File: config.mk
export PLATFORM = sky130hd
export DESIGN_NAME = regfile_banked
export DESIGN_NICKNAME = d
export VERILOG_FILES = /design/src/rtl/regfile_banked.sv
export SDC_FILE = /design/constraint.sdc
export NUM_CORES = 1
export LEC_CHECK = 0
export ABC_AREA = 1
export BUFFER_PORTS_ARGS = -buffer_cell sky130_fd_sc_hd__clkbuf_2
export CORE_MARGIN = 1
export CORE_UTILIZATION = 50
export CTS_CLUSTER_DIAMETER = 120
export DETAILED_ROUTE_END_ITERATION = 6
export PLACE_DENSITY = 0.67
export SLEW_MARGIN = 20
export SYNTH_ARGS = -nofsm -noshare
export SYNTH_HDL_FRONTEND = slang
export SYNTH_SLANG_ARGS = --single-unit
File: constraint.sdc
create_clock -name clk -period 2.1 [get_ports clk]
set_clock_uncertainty 0.05 [all_clocks]
set_input_delay 0.42 -clock clk [delete_from_list [all_inputs] [get_ports clk]]
set_output_delay 0.42 -clock clk [all_outputs]
set_load 0.02 [all_outputs]
File: src/rtl/regfile_banked.sv
// -----------------------------------------------------------------------------
// regfile_banked
//
// Purpose:
//   Register file for the risc8 core, between decode and ALU. It holds NREGS
//   registers of W bits in two byte banks: registers with an even index go in
//   the even bank and registers with an odd index go in the odd bank. Each
//   bank is kept as two identical copies, so read ports A and B are
//   independent. Every write updates both copies.
//
//   Read port A returns a register pair {R[a+1], R[a]}. a may be odd, so a
//   pair can start at any register. Read port B returns the single register
//   R[b]. Both reads have one cycle of latency.
//
//   Block RAM has no reset. After every reset a hardware sequence therefore
//   writes zero into every entry, and busy stays high while it runs.
//
// Configuration:
//   REGFILE_BYPASS_EN  defined   : write-first. A write and a read sampled on
//                                  the same edge return the new bytes, decided
//                                  per byte lane.
//                      undefined : read-first. A read on the same edge returns
//                                  the old RAM contents.
//
// Ports:
//   clk         clock; all state changes on posedge
//   reset       asynchronous, active-high reset
//   busy        high while the clear sequence runs
//   a           read port A index (pair read)
//   b           read port B index (single read)
//   Ra          {R[a+1], R[a]}; a lane whose index is out of range reads 0
//   Rb          R[b]
//   write       write strobe (ignored while busy)
//   write_word  1 = pair write, 0 = single write
//   d           write index (a pair write forces it even)
//   Rd          write data; a single write uses Rd[W-1:0]
//   misalign    one-cycle pulse after a pair write accepted with d odd
// -----------------------------------------------------------------------------
//
// state | meaning
// ------+--------------------------------------------------------------------
// CLEAR | zeroing bank entry clr_cnt each cycle; writes ignored, reads give 0
// READY | normal operation; left only through reset
//
module regfile_banked #(
  parameter int NREGS  = 32,
  parameter int W      = 8,
  parameter int ADDR_W = 5
) (
  input  logic              clk,
  input  logic              reset,
  output logic              busy,
  input  logic [ADDR_W-1:0] a,
  input  logic [ADDR_W-1:0] b,
  output logic [2*W-1:0]    Ra,
  output logic [W-1:0]      Rb,
  input  logic              write,
  input  logic              write_word,
  input  logic [ADDR_W-1:0] d,
  input  logic [2*W-1:0]    Rd,
  output logic              misalign
);

  localparam int HALF = NREGS / 2;
  // The entry index inside a bank drops the bank-select bit.
  localparam int BI_W = ADDR_W - 1;

  localparam logic [ADDR_W:0] NREGS_X = (ADDR_W+1)'(NREGS);
  localparam logic [ADDR_W:0] ONE_X   = (ADDR_W+1)'(1);
  localparam logic [BI_W:0]   HALF_X  = (BI_W+1)'(HALF);
  localparam logic [BI_W-1:0] LAST_E  = BI_W'(HALF - 1);
  localparam logic [BI_W-1:0] ONE_E   = BI_W'(1);

  typedef enum logic {
    CLEAR = 1'b0,
    READY = 1'b1
  } state_t;

  state_t          state;
  logic [BI_W-1:0] clr_cnt;

  // Bank storage, two copies of each bank.
  logic [W-1:0] even_a [HALF];
  logic [W-1:0] even_b [HALF];
  logic [W-1:0] odd_a  [HALF];
  logic [W-1:0] odd_b  [HALF];

  // Keeps an entry index inside the array. An index outside the array only
  // occurs together with an out-of-range register index, and that lane is
  // forced to 0 at the output anyway.
  function automatic logic [BI_W-1:0] clamp_entry(input logic [BI_W-1:0] e);
    return ({1'b0, e} < HALF_X) ? e : '0;
  endfunction

  // ---------------------------------------------------------------------------
  // Read address decode
  // ---------------------------------------------------------------------------
  logic [ADDR_W:0] a_x;
  logic [ADDR_W:0] a_x1;
  logic [ADDR_W:0] b_x;
  logic            a_lo_in;
  logic            a_hi_in;
  logic            b_in;
  logic [BI_W-1:0] ea_idx;
  logic [BI_W-1:0] oa_idx;
  logic [BI_W-1:0] b_idx;

  assign a_x  = {1'b0, a};
  assign a_x1 = a_x + ONE_X;
  assign b_x  = {1'b0, b};

  assign a_lo_in = (a_x  < NREGS_X);
  assign a_hi_in = (a_x1 < NREGS_X);
  assign b_in    = (b_x  < NREGS_X);

  // For an odd a, the upper byte of the pair is the next even register, so
  // the even-bank entry advances by one. The odd-bank entry is a>>1 either way.
  assign ea_idx = clamp_entry(a[0] ? a_x1[BI_W:1] : a[ADDR_W-1:1]);
  assign oa_idx = clamp_entry(a[ADDR_W-1:1]);
  assign b_idx  = clamp_entry(b[ADDR_W-1:1]);

  // ---------------------------------------------------------------------------
  // Write decode
  // ---------------------------------------------------------------------------
  logic            wr_acc;
  logic            single_ok;
  logic            pair_ok;
  logic            we_even;
  logic            we_odd;
  logic [BI_W-1:0] w_idx;
  logic [W-1:0]    wd_even;
  logic [W-1:0]    wd_odd;

  assign wr_acc    = (state == READY) && write;
  assign single_ok = ({1'b0, d} < NREGS_X);
  // NREGS is even, so if the even base of a pair is in range, so is base+1.
  assign pair_ok   = ({1'b0, d[ADDR_W-1:1], 1'b0} < NREGS_X);
  assign w_idx     = d[ADDR_W-1:1];

  assign we_even = wr_acc && (write_word ? pair_ok : (single_ok && !d[0]));
  assign we_odd  = wr_acc && (write_word ? pair_ok : (single_ok &&  d[0]));
  assign wd_even = Rd[W-1:0];
  assign wd_odd  = write_word ? Rd[2*W-1:W] : Rd[W-1:0];

  // ---------------------------------------------------------------------------
  // RAM: no reset on the arrays or their read registers. Reads are
  // read-first, so a read on the same edge as a write sees the old contents.
  // ---------------------------------------------------------------------------
  logic [W-1:0] ram_ea_q;
  logic [W-1:0] ram_oa_q;
  logic [W-1:0] ram_eb_q;
  logic [W-1:0] ram_ob_q;

  always_ff @(posedge clk) begin
    if (state == CLEAR) begin
      even_a[clr_cnt] <= '0;
      even_b[clr_cnt] <= '0;
      odd_a[clr_cnt]  <= '0;
      odd_b[clr_cnt]  <= '0;
    end else begin
      if (we_even) begin
        even_a[w_idx] <= wd_even;
        even_b[w_idx] <= wd_even;
      end
      if (we_odd) begin
        odd_a[w_idx] <= wd_odd;
        odd_b[w_idx] <= wd_odd;
      end
    end
    ram_ea_q <= even_a[ea_idx];
    ram_oa_q <= odd_a[oa_idx];
    ram_eb_q <= even_b[b_idx];
    ram_ob_q <= odd_b[b_idx];
  end

  // ---------------------------------------------------------------------------
  // Control FSM and registered read qualifiers
  // ---------------------------------------------------------------------------
  logic a_lo_ok;
  logic a_hi_ok;
  logic b_ok;
  logic a_odd_q;
  logic b_odd_q;

`ifdef REGFILE_BYPASS_EN
  logic            byp_even_en;
  logic            byp_odd_en;
  logic [BI_W-1:0] byp_idx;
  logic [W-1:0]    byp_even_d;
  logic [W-1:0]    byp_odd_d;
  logic [BI_W-1:0] ea_idx_q;
  logic [BI_W-1:0] oa_idx_q;
  logic [BI_W-1:0] b_idx_q;
`endif

  always_ff @(posedge clk or posedge reset) begin
    if (reset) begin
      state    <= CLEAR;
      clr_cnt  <= '0;
      busy     <= 1'b1;
      misalign <= 1'b0;
      a_lo_ok  <= 1'b0;
      a_hi_ok  <= 1'b0;
      b_ok     <= 1'b0;
      a_odd_q  <= 1'b0;
      b_odd_q  <= 1'b0;
`ifdef REGFILE_BYPASS_EN
      byp_even_en <= 1'b0;
      byp_odd_en  <= 1'b0;
      byp_idx     <= '0;
      byp_even_d  <= '0;
      byp_odd_d   <= '0;
      ea_idx_q    <= '0;
      oa_idx_q    <= '0;
      b_idx_q     <= '0;
`endif
    end else begin
      case (state)
        CLEAR: begin
          if (clr_cnt == LAST_E) begin
            state <= READY;
            busy  <= 1'b0;
          end else begin
            clr_cnt <= clr_cnt + ONE_E;
          end
        end
        READY: begin
          state <= READY;
        end
        default: begin
          state <= CLEAR;
          busy  <= 1'b1;
        end
      endcase

      misalign <= wr_acc && write_word && pair_ok && d[0];

      // Reads sampled while clearing return 0. RAM is not yet valid then.
      a_lo_ok <= (state == READY) && a_lo_in;
      a_hi_ok <= (state == READY) && a_hi_in;
      b_ok    <= (state == READY) && b_in;
      a_odd_q <= a[0];
      b_odd_q <= b[0];

`ifdef REGFILE_BYPASS_EN
      byp_even_en <= we_even;
      byp_odd_en  <= we_odd;
      byp_idx     <= w_idx;
      byp_even_d  <= wd_even;
      byp_odd_d   <= wd_odd;
      ea_idx_q    <= ea_idx;
      oa_idx_q    <= oa_idx;
      b_idx_q     <= b_idx;
`endif
    end
  end

  // ---------------------------------------------------------------------------
  // Per-bank read values, then lane steering
  // ---------------------------------------------------------------------------
  logic [W-1:0] ea_v;
  logic [W-1:0] oa_v;
  logic [W-1:0] eb_v;
  logic [W-1:0] ob_v;

`ifdef REGFILE_BYPASS_EN
  // Compare the registered write entry with the registered read entry of
  // each bank. Each lane is then taken from the write data or from RAM.
  assign ea_v = (byp_even_en && (byp_idx == ea_idx_q)) ? byp_even_d : ram_ea_q;
  assign oa_v = (byp_odd_en  && (byp_idx == oa_idx_q)) ? byp_odd_d  : ram_oa_q;
  assign eb_v = (byp_even_en && (byp_idx == b_idx_q))  ? byp_even_d : ram_eb_q;
  assign ob_v = (byp_odd_en  && (byp_idx == b_idx_q))  ? byp_odd_d  : ram_ob_q;
`else
  assign ea_v = ram_ea_q;
  assign oa_v = ram_oa_q;
  assign eb_v = ram_eb_q;
  assign ob_v = ram_ob_q;
`endif

  // For an odd a, the banks swap lanes: the odd bank supplies the low byte.
  assign Ra[W-1:0]   = a_lo_ok ? (a_odd_q ? oa_v : ea_v) : '0;
  assign Ra[2*W-1:W] = a_hi_ok ? (a_odd_q ? ea_v : oa_v) : '0;
  assign Rb          = b_ok    ? (b_odd_q ? ob_v : eb_v) : '0;

endmodule
After elaboration in Yosys (flattened, before gate mapping)
Memory sizes are Yosys's and may differ from the RTL's. A register that Yosys moved wholly into a read port is not among the register bits.
Cells that the tools add are included.

word-level totals
  bits in registers = 12
  latch bits = 0
  RAM bits = 512
  bits in read-only memories = 0
  input bits = 35
  output and inout port bits = 26
  word-level logic and storage cells = 67
  memories = 4

memory list
  name    depth  width  rd ports  clocked after Yosys merged registers in  wr ports  RTL line  RTL
  even_a  16     8      1         1                                        1         83        logic [W-1:0] even_a [HALF];
  even_b  16     8      1         1                                        1         84        logic [W-1:0] even_b [HALF];
  odd_a   16     8      1         1                                        1         85        logic [W-1:0] odd_a [HALF];
  odd_b   16     8      1         1                                        1         86        logic [W-1:0] odd_b [HALF];

cells by class
  add/sub/neg operators = 2
  $mul = 0
  divide/modulo/power cells = 0
  $lt $le $gt $ge = 3
  eq/ne operators = 1
  shift-type cells = 0
  multiplexer cells = 31
  bitwise gates (word level) = 2
  reduce and logical (&&, ||, !) cells = 15

operators with widths
  cell                 number
  $mux 8               11
  $reduce_or 8->1      4
  $mux 4               5
  $mux 1               14
  $lt 5x6->1 const B   2
  $logic_and 1x1->1    8
  $add 5x1->6 const B  1
  $lt 6x6->1 const B   1
  $add 4x1->4 const B  1
  $eq 4x4->1 const B   1
  $reduce_and 2->1     2
  $not 1->1            2
  $pmux 1 s2           1
  $logic_not 1->1      1

Logic depth before layout (Yosys ltp)
Gate-level depths: netlist of the first run.

  word-level depth = 8
  mapped depth = 12

Worst setup path before layout of the first run
Ideal clock, no wire load.

  path type = input port to flip-flop
  start = in write_word
  end = mem even_b[12][0], enable pin
  setup time = 0.370 ns
  data arrival time = 1.641 ns
  data required time = 1.680 ns
  setup slack = 0.038 ns
  stages on the path = 9
  buffers on the path = 2
  cell sequence = buf_2 -> inv_2 -> nand2_1 -> nand2_2 -> buf_2 -> o21ai_1 -> nor2_1 -> nand2_1 -> nor2_1

between the ends
  word-level cells in the longest chain between the ends = 7
  elaborated cells on any way between the ends = 8
  those cells by class = mux: 6; reduce/logical: 2

ends and longest elaborated chain
  what                                                      RTL line  RTL
  start: declaration                                        58        input logic write_word,
  $mux 1 (*)                                                140       assign we_even = wr_acc && (write_word ? pair_ok : (single_ok && !d[0]));
  $logic_and 1x1->1 (*)                                     140
  $mux 1 (*)                                                161       if (we_even) begin
  $mux 1 (*)                                                155       if (state == CLEAR) begin
  $mux 1 (implied by the code) (*)                          163       even_b[w_idx] <= wd_even;
  $reduce_or 8->1 (no source line)                          --
  $mux 4 (no source line) / $mux 1 (equally long branches)  --
  end: declaration                                          84

Mark *: on every way between the ends. The rest lies on a longest branch, timed or not.

==> results of run 1 <==
## registers in the layout (all words and copies together) (netlist names), 4 cells and up
signal,flops
clr_cnt,4
oa_v,8
eb_v,8
ob_v,8
odd_a,128
ea_v,8
even_b,128
## how the worst min path moves through the flow
stage / depth (start not counted) / endpoint / startpoint / slack [ns]
2_1_floorplan: 1 / a_hi_ok / reset / 0.22
3_5_place_dp: 1 / busy / busy / 0.41
6_report: 3 / misalign / write_word / 0.09
4_1_cts: 3 / misalign / write_word / 0.08
3_3_place_gp: 1 / busy / busy / 0.40
5_1_grt: 3 / misalign / write_word / 0.09
## cells by family after synthesis
kind of cell	synth area share (%)
and+or+nand+nor	21.7
xor gates and xnor gates	0.359
buffers and inverters	7.90
DFF	57.3
AOI/OAI and AO/OA	12.5
adders and majority gates	0.167
## critical path: cells and delay by family (launching register included)
| kind | cells | cell delay [ns] |
|---|---|---|
| flops | 1 | 0.42 |
| compound gates | 1 | 0.10 |
| buf+inv | 2 | 0.35 |
| simple gates | 1 | 0.19 |
## area by class of cell
class                      instances  area [sq um]  area share, %
clock buffer                      46           947           5.45
clock inverter                    17           125          0.721
inverter                         190           722           4.16
multi-input combinational       1137          5250           30.2
sequential                       299          8610           49.6
tap                              390           488           2.81
timing repair buffer             155          1220           7.03
timing repair inverter             1          7.51         0.0432
## layer usage
layer / vias up / global-route usage [%]
met1: 5976 / 41.9
met2: 734 / 45.6
met4: 0 / 8.70
met3: 86 / 3.98
met5: - / 0
li1: 5976 / -
## placed cells by master, fill, tap and decap left out, types with 15 or more instances in the layout
master / count
a21oi_1: 63
buf_12: 15
buf_4: 78
clkbuf_16: 35
clkbuf_2: 54
dfxtp_1: 32
edfxtp_1: 256
inv_1: 183
nand2_1: 530
nand3_1: 162
nor2_1: 93
o211ai_1: 97
o21ai_0: 158
## per-stage QoR
stage,worst slack (ns),cell area [sq um],cells,hold slack (ns)
4_1_cts,0.0197,17300,2234,0.0805
3_5_place_dp,0.000567,16200,2163,0.407
5_1_grt,0.000152,17400,2235,0.0921
6_report,0.0522,17400,2235,0.0854
2_1_floorplan,0.0383,15000,1732,0.222
3_3_place_gp,0.0151,16200,2163,0.404
## timing repair
| item | CTS | global route |
|---|---|---|
| endpoints found under the hold margin | 11 | 0 |
| hold buffers | 2 | 0 |
| endpoints found under the setup margin | 24 | 53 |
| cloned | 1 | 0 |
| gates resized for setup | 11 | 15 |
| pin swaps | 1 | 0 |
| setup buffers | 5 | 1 |
## where the power goes
group	switching, mW	internal [mW]
registers	0.0614	6.56
clock network	2.37	3.32
logic	1.12	0.486
==> results.py, run 1 <==
metrics = {
    "outcome": {
        "status": "completed",
    },
    "cells_and_area": {
        "final_nets": 1856,
        "final_layout_size_suffix_gt1_share_pct": 12.6,
        "nFillCells": 2566,
        "finalCoreUtilization_pct": 58.7,
        "area_delta_synth_final_pct": 15.7,
        "antenna_cells": 0,
    },
    "route": {
        "drtIter0Drc": 1625,
        "drt-total-wl_um": 44200,
        "detail-route-antenna-nets": 0,
        "met2_length_um": 20200,
        "drc_errors": 0,
        "top_layer": "met4",
        "m1WireLength_um": 18700,
        "wl_per_cell_um": 19.8,
        "dr_total_vias": 12772,
        "via_per_inst": 5.71,
        "first_pass_iters": 6,
        "met3_length_um": 4230,
    },
    "global_routing": {
        "grt_use_total_pct": 29.0,
        "grt_overflow": 0,
        "grt_pass1_wl_um": 67400,
        "grt_antenna_before_repair": 1,
        "grt_max_degree": 91,
        "grt_pass1_vias": 11813,
    },
    "synth": {
        "synth_edf_count": 256,
        "avgSynthCellArea_sq_um": 8.66,
        "ys_ff_latch": 299,
        "synth_cells": 1732,
        "synth_nets": 1769,
        "synth_top_area_cell": "edfxtp_1",
        "yosysWarnings": 0,
        "synthFlopType": "edfxtp_1",
        "synth-seq-area-share_pct": 57.3,
        "netlist_area_sq_um": 15000,
        "ys_async_sr_fraction_pct": 3.68,
        "synth_area_leaders": "edfxtp_1 51%, nand2_1 13%, nand3_1 5.5%",
        "yosys.area.top_type_share_pct": 51.2,
        "yosys.cell_count.top_type": "nand2_1",
        "yosys-top-cells-count": "531 x nand2_1, 256 x edfxtp_1, 185 x inv_1",
        "synth_cell_types": 28,
    },
    "worst_setup_path": {
        "crit_path_end": "Rb[3]",
        "r2r-start": "state",
        "startpoint": "a_lo_ok",
        "rrSetupSlack_ns": 0.15,
        "cp-start-kind": "register",
        "path_max_fanout": 6,
        "cp.required_ns": 1.63,
        "r2r_cells": 8,
        "max_stage_delay_ns": 0.42,
        "worstPathArrival_ns": 1.58,
        "cp-end-kind": "output port",
        "cp_cell_sequence": "buf_6 > o21ai_0 > nor2_2 > clkbuf_4",
        "regToRegEndpoint": "even_b[0][1]",
        "criticalPathCategory": "reg2out",
        "critPathSlowestCell": "dfrtp_1",
    },
    "sta": {
        "rsz0062_at_grt": "true",
        "fin_tns_setup_ns": 0,
        "hold_viol": 0,
        "fmax_ghz": 0.488,
        "finalSetupViolCount": 0,
        "final.period_utilization_pct": 97.5,
        "relSlewSlack_pct": 51.5,
        "timing.final.crit_period_ns": 2.05,
        "slew_viol_final": 0,
        "worst_slew_pin_slew_ns": 0.727,
    },
    "clock_network": {
        "cts_tree": "yes",
        "clock_latency_ns": 0.52,
        "cts.sinks": 299,
        "cts_max_level": 2,
        "cts_root_buffer": "clkbuf_16",
        "clk_pin_slew_ns": 0.06,
        "numCtsBuffers": 35,
        "clock_path_buffers": 3,
    },
    "min_path": {
        "hold_path_class": "in2reg",
    },
    "die": {
        "start_util_pct": 50.8,
        "die-area_sq_um": 30700,
        "ios": 61,
        "fp-row-count": 63,
        "core_sq_um": 29600,
        "die-height_um": 175,
        "die_w_um": 175,
    },
    "pwr": {
        "power.total_mw": 13.9,
        "leakagePower_nw": 7.49,
        "power.density_nw_per_um2": 801,
        "ir_worst_vdd_mv": 0.455,
    },
    "placement": {
        "port_buffers": 60,
        "place_congestion": 0.883,
        "dp_hpwl_um": 29700,
    },
    "job": {
        "maxCapViolations": 0,
    },
}
No activity file was read; power rests on OpenSTA's default activity.
==> inputs of run 2 (changes only) <==
--- a/config.mk
+++ b/config.mk
@@ -11,8 +11,8 @@
 export CORE_UTILIZATION = 50
 export CTS_CLUSTER_DIAMETER = 120
 export DETAILED_ROUTE_END_ITERATION = 6
+export MAX_ROUTING_LAYER = met4
 export PLACE_DENSITY = 0.67
-export SLEW_MARGIN = 20
 export SYNTH_ARGS = -nofsm -noshare
 export SYNTH_HDL_FRONTEND = slang
 export SYNTH_SLANG_ARGS = --single-unit
==> run 2 against run 1 <==
  * Flip-flop and latch count unchanged
  * Sequential power is essentially flat
  * Count of clock-buffer cells in the layout grew 1
  * Utilization shrank 0.22 points
  * Cell count decreased by 0.22%
  * Sequential share of layout area grew 0.20 points
  * Fmax decreased by 1.3%
  * Via count decreased by 0.47%
  * Highest routed layer unchanged
==> results.py, run 2 (same netlist as run 1, synthesis figures left out) <==
metrics = {
    "route": {
        "first_pass_iters": 6,
        "drtIter0Drc": 1668,
        "drc_errors": 0,
        "drt-total-wl_um": 44800,
        "dr_total_vias": 12712,
        "wl_per_cell_um": 20.1,
        "via_per_inst": 5.70,
        "detail-route-antenna-nets": 0,
    },
    "job": {
        "maxCapViolations": 0,
    },
    "cells_and_area": {
        "final_nets": 1852,
        "area_delta_synth_final_pct": 15.3,
        "antenna_cells": 0,
        "design_area_sq_um": 17300,
        "finalCoreUtilization_pct": 58.5,
        "final_cell_mix": "531 x nand2_1, 256 x edfxtp_1, 183 x inv_1",
        "reg_top3": "even_b x128, odd_a x128",
        "layout_commonest_cell": "nand2_1",
        "final_layout_size_suffix_gt1_share_pct": 12.5,
    },
    "clock_network": {
        "cts.sinks": 299,
        "clock_path_buffers": 3,
        "numCtsBuffers": 31,
        "cts_max_level": 1,
        "cts_tree": "yes",
        "clk_pin_slew_ns": 0.06,
        "cts_root_buffer": "clkbuf_16",
        "clock_latency_ns": 0.57,
    },
    "worst_setup_path": {
        "criticalPathCategory": "reg2out",
        "critPathSlowestCell": "dfrtp_2",
        "cp-start-kind": "register",
        "cp_cell_sequence": "buf_2 > o21ai_0 > nor2_1 > buf_2",
        "max_stage_delay_ns": 0.47,
        "worstPathArrival_ns": 1.61,
        "cp-end-kind": "output port",
        "cp.required_ns": 1.63,
        "path_max_fanout": 6,
        "cpMostUsedCell": "buf_2",
    },
    "global_routing": {
        "grt_antenna_before_repair": 0,
        "grt_overflow": 0,
        "grt_max_degree": 81,
        "grt_pass1_wl_um": 68400,
        "grt_use_total_pct": 30.4,
        "grt_pass1_vias": 11896,
    },
    "sta": {
        "final.period_utilization_pct": 98.8,
        "worst_slew_pin_slew_ns": 0.748,
        "slew_viol_final": 0,
        "relSlewSlack_pct": 50.1,
        "finalSetupViolCount": 0,
        "fin_tns_setup_ns": 0,
        "timing.final.crit_period_ns": 2.08,
        "fmax_ghz": 0.482,
        "hold_viol": 0,
        "rsz0062_at_grt": "true",
    },
    "die": {
        "die_w_um": 175,
        "fp-row-count": 63,
        "die-height_um": 175,
        "ios": 61,
        "core_sq_um": 29600,
        "start_util_pct": 50.8,
        "die-area_sq_um": 30700,
    },
    "pwr": {
        "leakagePower_nw": 7.46,
        "ir_worst_vdd_mv": 0.546,
        "power.density_nw_per_um2": 777,
    },
    "min_path": {
        "hold_path_class": "in2reg",
    },
    "placement": {
        "port_buffers": 60,
        "dp_hpwl_um": 29800,
        "place_congestion": 0.936,
        "dpl_cell_area_sq_um": 16200,
    },
    "outcome": {
        "status": "completed",
    },
}
## run 2: changes by cell type in the layout (fill, tap and decap cells not counted), sizes merged
cell,before,now
buf,98,100
clkbuf,101,100
inv,190,191
clkinv,13,9
bufinv,1,0
clkinvlp,4,2
## run 2: per-stage QoR
step	worst slack, ns	hold WS, ns	instances	power (mW)
floorplan	0.0383	0.222	1732	7.67
global placement	0.0104	0.404	2162	8.29
detailed placement	0.00326	0.413	2162	8.30
CTS	-0.0259	0.0333	2229	13.4
global route	-0.0583	0.0598	2230	13.9
finish	0.0248	0.0403	2230	13.4
## run 2: final cells by class
type | instances | area (sq um)
clock buffer | 47 | 888
clock inverter | 11 | 65.1
fill | 2531 | 12300
inverter | 190 | 729
multi-input combinational | 1137 | 5250
sequential | 299 | 8610
tap | 390 | 488
timing repair buffer | 155 | 1260
timing repair inverter | 1 | 7.51
## run 2: what timing repair did
action,4_1_cts,5_1_grt
setup buffers,6,1
gates resized for setup,17,30
hold buffers,2,0
endpoints found under the setup margin,24,27
gates cloned,1,0
pin swaps,1,1
endpoints found under the hold margin,11,0
## run 2: worst paths after layout
check                           slack [ns]  cells past startpoint  startpoint          end
max in group asynchronous             1.15                      3       reset      a_lo_ok
worst min register to register        0.43                      1        busy         busy
min in group asynchronous             0.41                      3       reset     misalign
worst min-delay path                  0.04                      3  write_word     misalign
worst max register to register        0.10                      7       state  odd_a[0][0]
worst max-delay path                  0.02                      4     a_odd_q       Ra[13]
## run 2: worst max-delay path: cells and delay by family (launching register included)
| family | cells | cell delay [ns] |
|---|---|---|
| AO/OA/AOI/OAI | 1 | 0.17 |
| buffers and inverters | 2 | 0.33 |
| AND/OR/NAND/NOR | 1 | 0.06 |
| flip-flops | 1 | 0.47 |
## run 2: power by group
| group | leakage, nW | switching [mW] | internal (mW) |
|---|---|---|---|
| Clock | 0.477 | 2.27 | 2.92 |
| Sequential | 3.10 | 0.0567 | 6.56 |
| Combinational | 3.89 | 1.14 | 0.500 |
## run 2: routing by layer
layer  GRT usage [%]  vias up  share of wire [%]
met5               -        -                  0
met4            8.59        0                2.4
met3            4.18       84                 10
met2            44.8      717                 45
met1            43.9     5937                 43
li1                -     5974                  -
